$ cat src/rtl/branch_predict_ctrl_if.sv
// Bundle between the branch predictor/recovery controller and the pipeline:
// fetch-side prediction lookup, EX-side resolution, redirect/flush and counters.
interface branch_predict_ctrl_if #(
    parameter int unsigned CNT_W = 16
);
    logic [31:0]      if_pc;
    logic             pred_taken;
    logic             ex_valid;
    logic [31:0]      ex_pc;
    logic             ex_taken;
    logic             ex_pred_taken;
    logic [31:0]      ex_target;
    logic             stall;
    logic             redirect;
    logic [31:0]      redirect_pc;
    logic             flush;
    logic [CNT_W-1:0] branch_cnt;
    logic [CNT_W-1:0] mispredict_cnt;

    // Pipeline side: supplies fetch PC and resolved branches
    modport master (
        output if_pc, ex_valid, ex_pc, ex_taken, ex_pred_taken, ex_target, stall,
        input  pred_taken, redirect, redirect_pc, flush, branch_cnt, mispredict_cnt
    );

    // Controller side
    modport slave (
        input  if_pc, ex_valid, ex_pc, ex_taken, ex_pred_taken, ex_target, stall,
        output pred_taken, redirect, redirect_pc, flush, branch_cnt, mispredict_cnt
    );
endinterface

$ cat src/rtl/branch_predict_ctrl.sv
// Branch prediction and recovery controller: direct-mapped 2-bit saturating
// counter table read at fetch, trained at EX; on a mispredict it redirects the
// PC and holds flush for the mispredict cycle plus FLUSH_EXTRA further cycles.
module branch_predict_ctrl #(
    parameter int unsigned IDX_BITS    = 4,
    parameter int unsigned FLUSH_EXTRA = 0,
    parameter int unsigned CNT_W       = 16
) (
    input  logic               clk,
    input  logic               rst,
    branch_predict_ctrl_if.slave bus
);
    localparam int unsigned ENTRIES = 1 << IDX_BITS;

    typedef enum logic {
        IDLE,
        FLUSH
    } state_t;

    state_t               state;
    logic [2:0]           flush_cnt;
    logic [1:0]           ctr [ENTRIES];
    logic [IDX_BITS-1:0]  if_idx;
    logic [IDX_BITS-1:0]  ex_idx;
    logic                 accept;
    logic                 mispredict;
    logic [CNT_W-1:0]     branch_q;
    logic [CNT_W-1:0]     mispred_q;
    logic                 unused_pc_bits;

    // Table indexing, resolution qualifiers and combinational redirect/flush
    always_comb begin
        if_idx          = bus.if_pc[IDX_BITS+1:2];
        ex_idx          = bus.ex_pc[IDX_BITS+1:2];
        accept          = bus.ex_valid & ~bus.stall & (state == IDLE);
        mispredict      = accept & (bus.ex_taken != bus.ex_pred_taken);
        bus.pred_taken  = ctr[if_idx][1];
        bus.redirect    = mispredict;
        bus.redirect_pc = '0;
        if (mispredict) begin
            bus.redirect_pc = bus.ex_taken ? bus.ex_target : bus.ex_pc + 32'd4;
        end
        bus.flush          = mispredict | (state == FLUSH);
        bus.branch_cnt     = branch_q;
        bus.mispredict_cnt = mispred_q;
    end

    assign unused_pc_bits = ^{bus.if_pc[31:IDX_BITS+2], bus.if_pc[1:0]};

    // Counter table training on each accepted branch (no same-cycle bypass)
    always_ff @(posedge clk or posedge rst) begin
        if (rst) begin
            for (int unsigned i = 0; i < ENTRIES; i++) begin
                ctr[i] <= 2'b01;
            end
        end else if (accept) begin
            if (bus.ex_taken) begin
                if (ctr[ex_idx] != 2'b11) ctr[ex_idx] <= ctr[ex_idx] + 2'd1;
            end else begin
                if (ctr[ex_idx] != 2'b00) ctr[ex_idx] <= ctr[ex_idx] - 2'd1;
            end
        end
    end

    // Flush sequencer: extra flush cycles count down only on non-stalled cycles
    always_ff @(posedge clk or posedge rst) begin
        if (rst) begin
            state     <= IDLE;
            flush_cnt <= '0;
        end else begin
            case (state)
                IDLE: begin
                    if (mispredict && (FLUSH_EXTRA != 0)) begin
                        state     <= FLUSH;
                        flush_cnt <= 3'(FLUSH_EXTRA);
                    end
                end
                FLUSH: begin
                    if (!bus.stall) begin
                        if (flush_cnt == 3'd1) state <= IDLE;
                        flush_cnt <= flush_cnt - 3'd1;
                    end
                end
                default: begin
                    state     <= IDLE;
                    flush_cnt <= '0;
                end
            endcase
        end
    end

    // Saturating performance counters
    always_ff @(posedge clk or posedge rst) begin
        if (rst) begin
            branch_q  <= '0;
            mispred_q <= '0;
        end else if (accept) begin
            if (branch_q != '1) branch_q <= branch_q + 1'b1;
            if (mispredict && (mispred_q != '1)) mispred_q <= mispred_q + 1'b1;
        end
    end
endmodule

$ cat src/flat_wrapper.sv
// flat-port wrapper written by rule: the top's interface ports become plain ports
module branch_predict_ctrl_flat 
#(
    parameter int unsigned IDX_BITS    = 4,
    parameter int unsigned FLUSH_EXTRA = 0,
    parameter int unsigned CNT_W       = 16
)
  (clk, rst, bus_if_pc, bus_ex_valid, bus_ex_pc, bus_ex_taken, bus_ex_pred_taken, bus_ex_target, bus_stall, bus_pred_taken, bus_redirect, bus_redirect_pc, bus_flush, bus_branch_cnt, bus_mispredict_cnt);
  branch_predict_ctrl_if #(.CNT_W(CNT_W)) bus_i ();
  input  logic clk;
  input  logic rst;
  input wire logic [$bits(bus_i.if_pc)-1:0] bus_if_pc;
  input wire logic [$bits(bus_i.ex_valid)-1:0] bus_ex_valid;
  input wire logic [$bits(bus_i.ex_pc)-1:0] bus_ex_pc;
  input wire logic [$bits(bus_i.ex_taken)-1:0] bus_ex_taken;
  input wire logic [$bits(bus_i.ex_pred_taken)-1:0] bus_ex_pred_taken;
  input wire logic [$bits(bus_i.ex_target)-1:0] bus_ex_target;
  input wire logic [$bits(bus_i.stall)-1:0] bus_stall;
  output wire logic [$bits(bus_i.pred_taken)-1:0] bus_pred_taken;
  output wire logic [$bits(bus_i.redirect)-1:0] bus_redirect;
  output wire logic [$bits(bus_i.redirect_pc)-1:0] bus_redirect_pc;
  output wire logic [$bits(bus_i.flush)-1:0] bus_flush;
  output wire logic [$bits(bus_i.branch_cnt)-1:0] bus_branch_cnt;
  output wire logic [$bits(bus_i.mispredict_cnt)-1:0] bus_mispredict_cnt;
  assign bus_i.if_pc = bus_if_pc;
  assign bus_i.ex_valid = bus_ex_valid;
  assign bus_i.ex_pc = bus_ex_pc;
  assign bus_i.ex_taken = bus_ex_taken;
  assign bus_i.ex_pred_taken = bus_ex_pred_taken;
  assign bus_i.ex_target = bus_ex_target;
  assign bus_i.stall = bus_stall;
  assign bus_pred_taken = bus_i.pred_taken;
  assign bus_redirect = bus_i.redirect;
  assign bus_redirect_pc = bus_i.redirect_pc;
  assign bus_flush = bus_i.flush;
  assign bus_branch_cnt = bus_i.branch_cnt;
  assign bus_mispredict_cnt = bus_i.mispredict_cnt;
  branch_predict_ctrl #(.IDX_BITS(IDX_BITS), .FLUSH_EXTRA(FLUSH_EXTRA), .CNT_W(CNT_W)) u_core (.clk(clk), .rst(rst), .bus(bus_i));
endmodule
$ cat config.mk
export PLATFORM = sky130hd
export DESIGN_NAME = branch_predict_ctrl_flat
export DESIGN_NICKNAME = d
export VERILOG_FILES = /design/src/rtl/branch_predict_ctrl_if.sv /design/src/rtl/branch_predict_ctrl.sv /design/src/flat_wrapper.sv
export SDC_FILE = /design/constraint.sdc
export NUM_CORES = 1
export LEC_CHECK = 0
export ABC_AREA = 1
export BUFFER_PORTS_ARGS = -buffer_cell sky130_fd_sc_hd__buf_4
export CAP_MARGIN = 40
export CORE_MARGIN = 2
export CORE_UTILIZATION = 47
export CTS_CLUSTER_DIAMETER = 120
export DETAILED_ROUTE_END_ITERATION = 16
export GPL_TIMING_DRIVEN = 0
export PLACE_DENSITY_LB_ADDON = 0.25
export RECOVER_POWER = 100
export REMOVE_ABC_BUFFERS = 1
export SYNTH_ARGS = -nofsm -noshare
export SYNTH_HDL_FRONTEND = slang
export SYNTH_SLANG_ARGS = --single-unit
$ cat constraint.sdc
create_clock -name clk -period 2.2 [get_ports clk]
set_clock_uncertainty 0.05 [all_clocks]
set_input_delay 0.33 -clock clk [delete_from_list [all_inputs] [get_ports clk]]
set_output_delay 0.33 -clock clk [all_outputs]
set_load 0.02 [all_outputs]
==> results.md <==
Final layout:
- Summing all non-filler instances in the final layout gives an area of between 7000 and 8000 um^2.
- The count of cells in the finished layout, fillers not included, comes to about 1200.
- The number of antenna diodes in the final layout is 0.
- The area growth from synthesis to layout is 32.3%.
- In the final layout, the share of cells above drive strength 1 is 0.221.
- The net count of the finished layout is around 1100.

Detailed routing:
- The number of DRC markers in iteration 0 is between 300 and 400.
- For this block, the via count after detailed routing is between 5000 and 6000.
- The ratio of routed vias to standard cells is 5.03.
- The average wire per cell in the routed design is roughly 13 um.
- For this run, the detailed router's first-pass iteration total came to 5.
- Once detail routing completed, the nets flagged for antenna violations numbered 0.
- The number of remaining DRC errors is 0.
- Summed over all layers, the routed wires come to around 15000 um.

Power:
- Across the VDD grid, the largest voltage drop is ~800 uV.
- The total power is between 5 and 6 mW.
- The logic gate share of total power is 0.329.
- Of the total power, the clock network draws 0.304.
- The internal power of the cells totals ~3.3 mW.
- Of the total power, the share spent switching nets is 0.361.
- Power spread over the standard cell area amounts to 718 nW/um^2.
- The power dissipated by switching net loads is ~1.8 mW.
- Of the total power, registers draw 0.367.
- Summed over all cells, the static leakage comes to ~3.6 nW.

Critical path:
- The startpoint-to-endpoint class of the critical path is flop to flop.
- The type of origin of the critical path is a flop.
- The top fanout value on the critical path is 4.
- The required time of the critical path is roughly 2.4 ns.
- The data arrival at the endpoint of the critical path is 2.35 ns.
- The worst setup path is captured at a flop.

Clocking:
- TritonCTS built the clock tree.
- In this run the number of H-tree levels came out at 3.
- The clock insertion delay at the later pin of the skew report is ~0.34 ns.
- The clock transition time at the flip-flop clock pins of the worst setup and hold paths is about 0.06 ns.
- In this run the deepest clock path goes through 2 buffers.
- The CTS buffer count is 9.
- The number of clock sinks is roughly 70.
- The root buffer cell is sky130_fd_sc_hd__clkbuf_16.

Place:
- The total half-perimeter wirelength after legalization and detailed placement is approximately 11000 um.
- The instance area after placement is roughly 6500 um^2.
- The setup slack at placement is -0.877 ns.
- The number of placed instances, taps included, is about 1100.
- The number of buffers added on ports is between 100 and 150.
- The global placement routability congestion is a little under 0.9.

Die:
- The total I/O pin count is 169.
- The die is about 110 um tall.
- The die is roughly 110 um wide.
- For this configuration, the core starts out at a cell density of 0.487.
- The die covers between 10000 and 15000 um^2.
- The area of the placeable core is approximately 11000 um^2.
- The initialized floorplan defines 38 standard-cell rows.

Yosys:
- The most used flip-flop cell after synthesis is sky130_fd_sc_hd__dfrtp_1.
- The Yosys step of the flow raised 0 warnings.
- The part of the Yosys area used for sequential elements is 0.322.
- The number of standard cells after synthesis is between 800 and 900.
- Yosys mapped a number of flops with a built-in enable equal to 0.
- The number of different library cells used by synthesis comes to 32.
- The register bit total from synthesis is 68.
- The post-synthesis instance area is between 5000 and 6000 um^2.
- For this run, asynchronously set or reset flops after synthesis account for 1.00.
- The synthesized area divided by synthesized cell count is about 6.2 um^2.

Global route:
- The number of antenna violations at the first check in global routing is 0.
- The all-layer global routing usage is 0.243.
- The number of global-route vias before repair came to about 5400.
- For this run the aggregate overflow at the end of global routing stands at 0.
- Entering global routing, the biggest net connects 67 pins.
- The first-pass GRT wire length is 25100 um.

STA:
- The final hold violation count came to 0.
- The slew at the pin closest to its max-slew limit is ~0.92 ns.
- Hold is met by between 0.2 and 0.25 ns.
- The highest achievable clock rate is between 0.4 and 0.5 GHz.
- Setup repair after global routing could not meet its margin everywhere.
- The worst path needs 2.18 ns of the cycle, external delays included.
- The share of the clock period used by the worst path after layout is 0.991.
- The worst setup margin is around 0.019 ns.
- Setup violations remaining at the end of the flow were counted as 0.
- The final number of max-transition violations was 0.
- In this run the tightest slew margin relative to its limit is 0.387.

Min path:
- The class of the most critical hold timing path is input pin to flop.

Run status:
- The run finished with clean final reports.

Job:
- The count of maximum capacitance violations is 0.
-- per-layer routing --
metal,up-vias,GRT usage,part of all wire
met5,-,0,0
met4,0,0.0642,0.014
met1,2640,0.324,0.45
met3,20,0.0388,0.052
li1,2989,-,-
met2,180,0.412,0.48
-- synth_stat cells (6+ instances only) --
master                     instances  share of area
sky130_fd_sc_hd__a21oi_1          25          0.023
sky130_fd_sc_hd__clkbuf_1          8         0.0056
sky130_fd_sc_hd__dfrtp_1          52           0.24
sky130_fd_sc_hd__dfstp_2          16          0.079
sky130_fd_sc_hd__ha_1             10          0.023
sky130_fd_sc_hd__inv_1           103          0.072
sky130_fd_sc_hd__inv_2             6         0.0042
sky130_fd_sc_hd__nand2_1         311           0.22
sky130_fd_sc_hd__nand3_1          51          0.048
sky130_fd_sc_hd__nand3b_1          8          0.011
sky130_fd_sc_hd__nand4_1           7         0.0082
sky130_fd_sc_hd__nor2_1          131          0.092
sky130_fd_sc_hd__o21ai_0          66          0.062
sky130_fd_sc_hd__xnor2_1          18          0.029
sky130_fd_sc_hd__xor2_1           14          0.023
-- cell families after synthesis --
logic type / after synthesis / synth area share
buffers and inverters: 130 / 0.0998
and+or+nand+nor: 529 / 0.407
xor gates and xnor gates: 33 / 0.0554
adders and majority gates: 10 / 0.0234
AOI/OAI and AO/OA: 97 / 0.0932
DFF: 68 / 0.322
-- cells in the final DEF, fill, tap and decap left out, types with 13 or more instances in the layout --
master,instances
sky130_fd_sc_hd__inv_2,15
sky130_fd_sc_hd__dfrtp_1,52
sky130_fd_sc_hd__a21oi_1,24
sky130_fd_sc_hd__nand3_1,50
sky130_fd_sc_hd__dfstp_2,16
sky130_fd_sc_hd__inv_1,89
sky130_fd_sc_hd__buf_4,119
sky130_fd_sc_hd__nor2_1,116
sky130_fd_sc_hd__xor2_1,13
sky130_fd_sc_hd__nor2_4,16
sky130_fd_sc_hd__o21ai_0,56
sky130_fd_sc_hd__nand2_1,299
sky130_fd_sc_hd__xnor2_1,18
sky130_fd_sc_hd__clkbuf_1,33
-- what timing repair did --
action	in CTS	in global routing
buffers inserted	8	7
pin swaps	4	19
resized for setup	29	64
cloned	0	1
setup endpoints to repair	81	52
endpoints found under the hold margin	2	0
hold buffers	1	0
-- final timing paths --
| kind | start | to | slack (ns) | cells past startpoint |
|---|---|---|---|---|
| max in group asynchronous | rst | u_core.bus.mispredict_cnt[12] | 0.61 | 4 |
| setup / recovery | u_core.ctr[29] | u_core.ctr[7] | 0.02 | 19 |
| setup reg to reg | u_core.ctr[29] | u_core.ctr[7] | 0.02 | 19 |
| hold reg to reg | flop | flop | 0.42 | 2 |
| min in group asynchronous | rst | async pin | 0.56 | 3 |
| hold / removal | bus_stall | u_core.state | 0.24 | 3 |
-- layout make-up --
cell class / count / area [um^2]
clock buffer: 10 / 229
clock inverter: 6 / 88.8
fill: 1047 / 3900
inverter: 109 / 425
multi-input combinational: 669 / 3320
sequential: 68 / 1720
tap: 140 / 175
timing repair buffer: 158 / 1120
-- through the flow --
| step | utilization | setup TNS (ns) |
|---|---|---|
| after floorplan | - | -0.00135 |
| after global placement | 0.588 | -74.14 |
| after detailed placement | 0.590 | -34.23 |
| after CTS | 0.634 | -0.0649 |
| after global routing | 0.645 | -1.80 |
| final | 0.645 | 0 |
-- worst max-delay path: stages (launching register included) --
cell and delay [ns]:
sky130_fd_sc_hd__dfrtp_1 0.38, sky130_fd_sc_hd__inv_2 0.08, sky130_fd_sc_hd__a21oi_2 0.05, sky130_fd_sc_hd__o21ai_1 0.06, sky130_fd_sc_hd__o21ai_1 0.10, sky130_fd_sc_hd__nand2_1 0.09
sky130_fd_sc_hd__nand2_1 0.07, sky130_fd_sc_hd__nor2_2 0.14, sky130_fd_sc_hd__inv_1 0.06, sky130_fd_sc_hd__ha_2 0.18, sky130_fd_sc_hd__inv_2 0.05, sky130_fd_sc_hd__nand2_2 0.04
sky130_fd_sc_hd__o21ai_2 0.06, sky130_fd_sc_hd__nand2_2 0.11, sky130_fd_sc_hd__clkinv_4 0.12, sky130_fd_sc_hd__nand2_8 0.10, sky130_fd_sc_hd__nor2_4 0.16, sky130_fd_sc_hd__inv_2 0.07
sky130_fd_sc_hd__nand2_2 0.05, sky130_fd_sc_hd__o21ai_1 0.06
-- power groups by stage --
stage                     Sequential (mW)  Combinational (mW)  Clock, mW
after floorplan                      1.91               0.880          0
after global placement               1.86                1.52          0
after detailed placement             1.86                1.56          0
after CTS                            1.85                1.64       1.57
after global routing                 1.90                1.87       1.61
final                                1.87                1.67       1.54
Note: power is estimated with default switching activity, not from simulation.
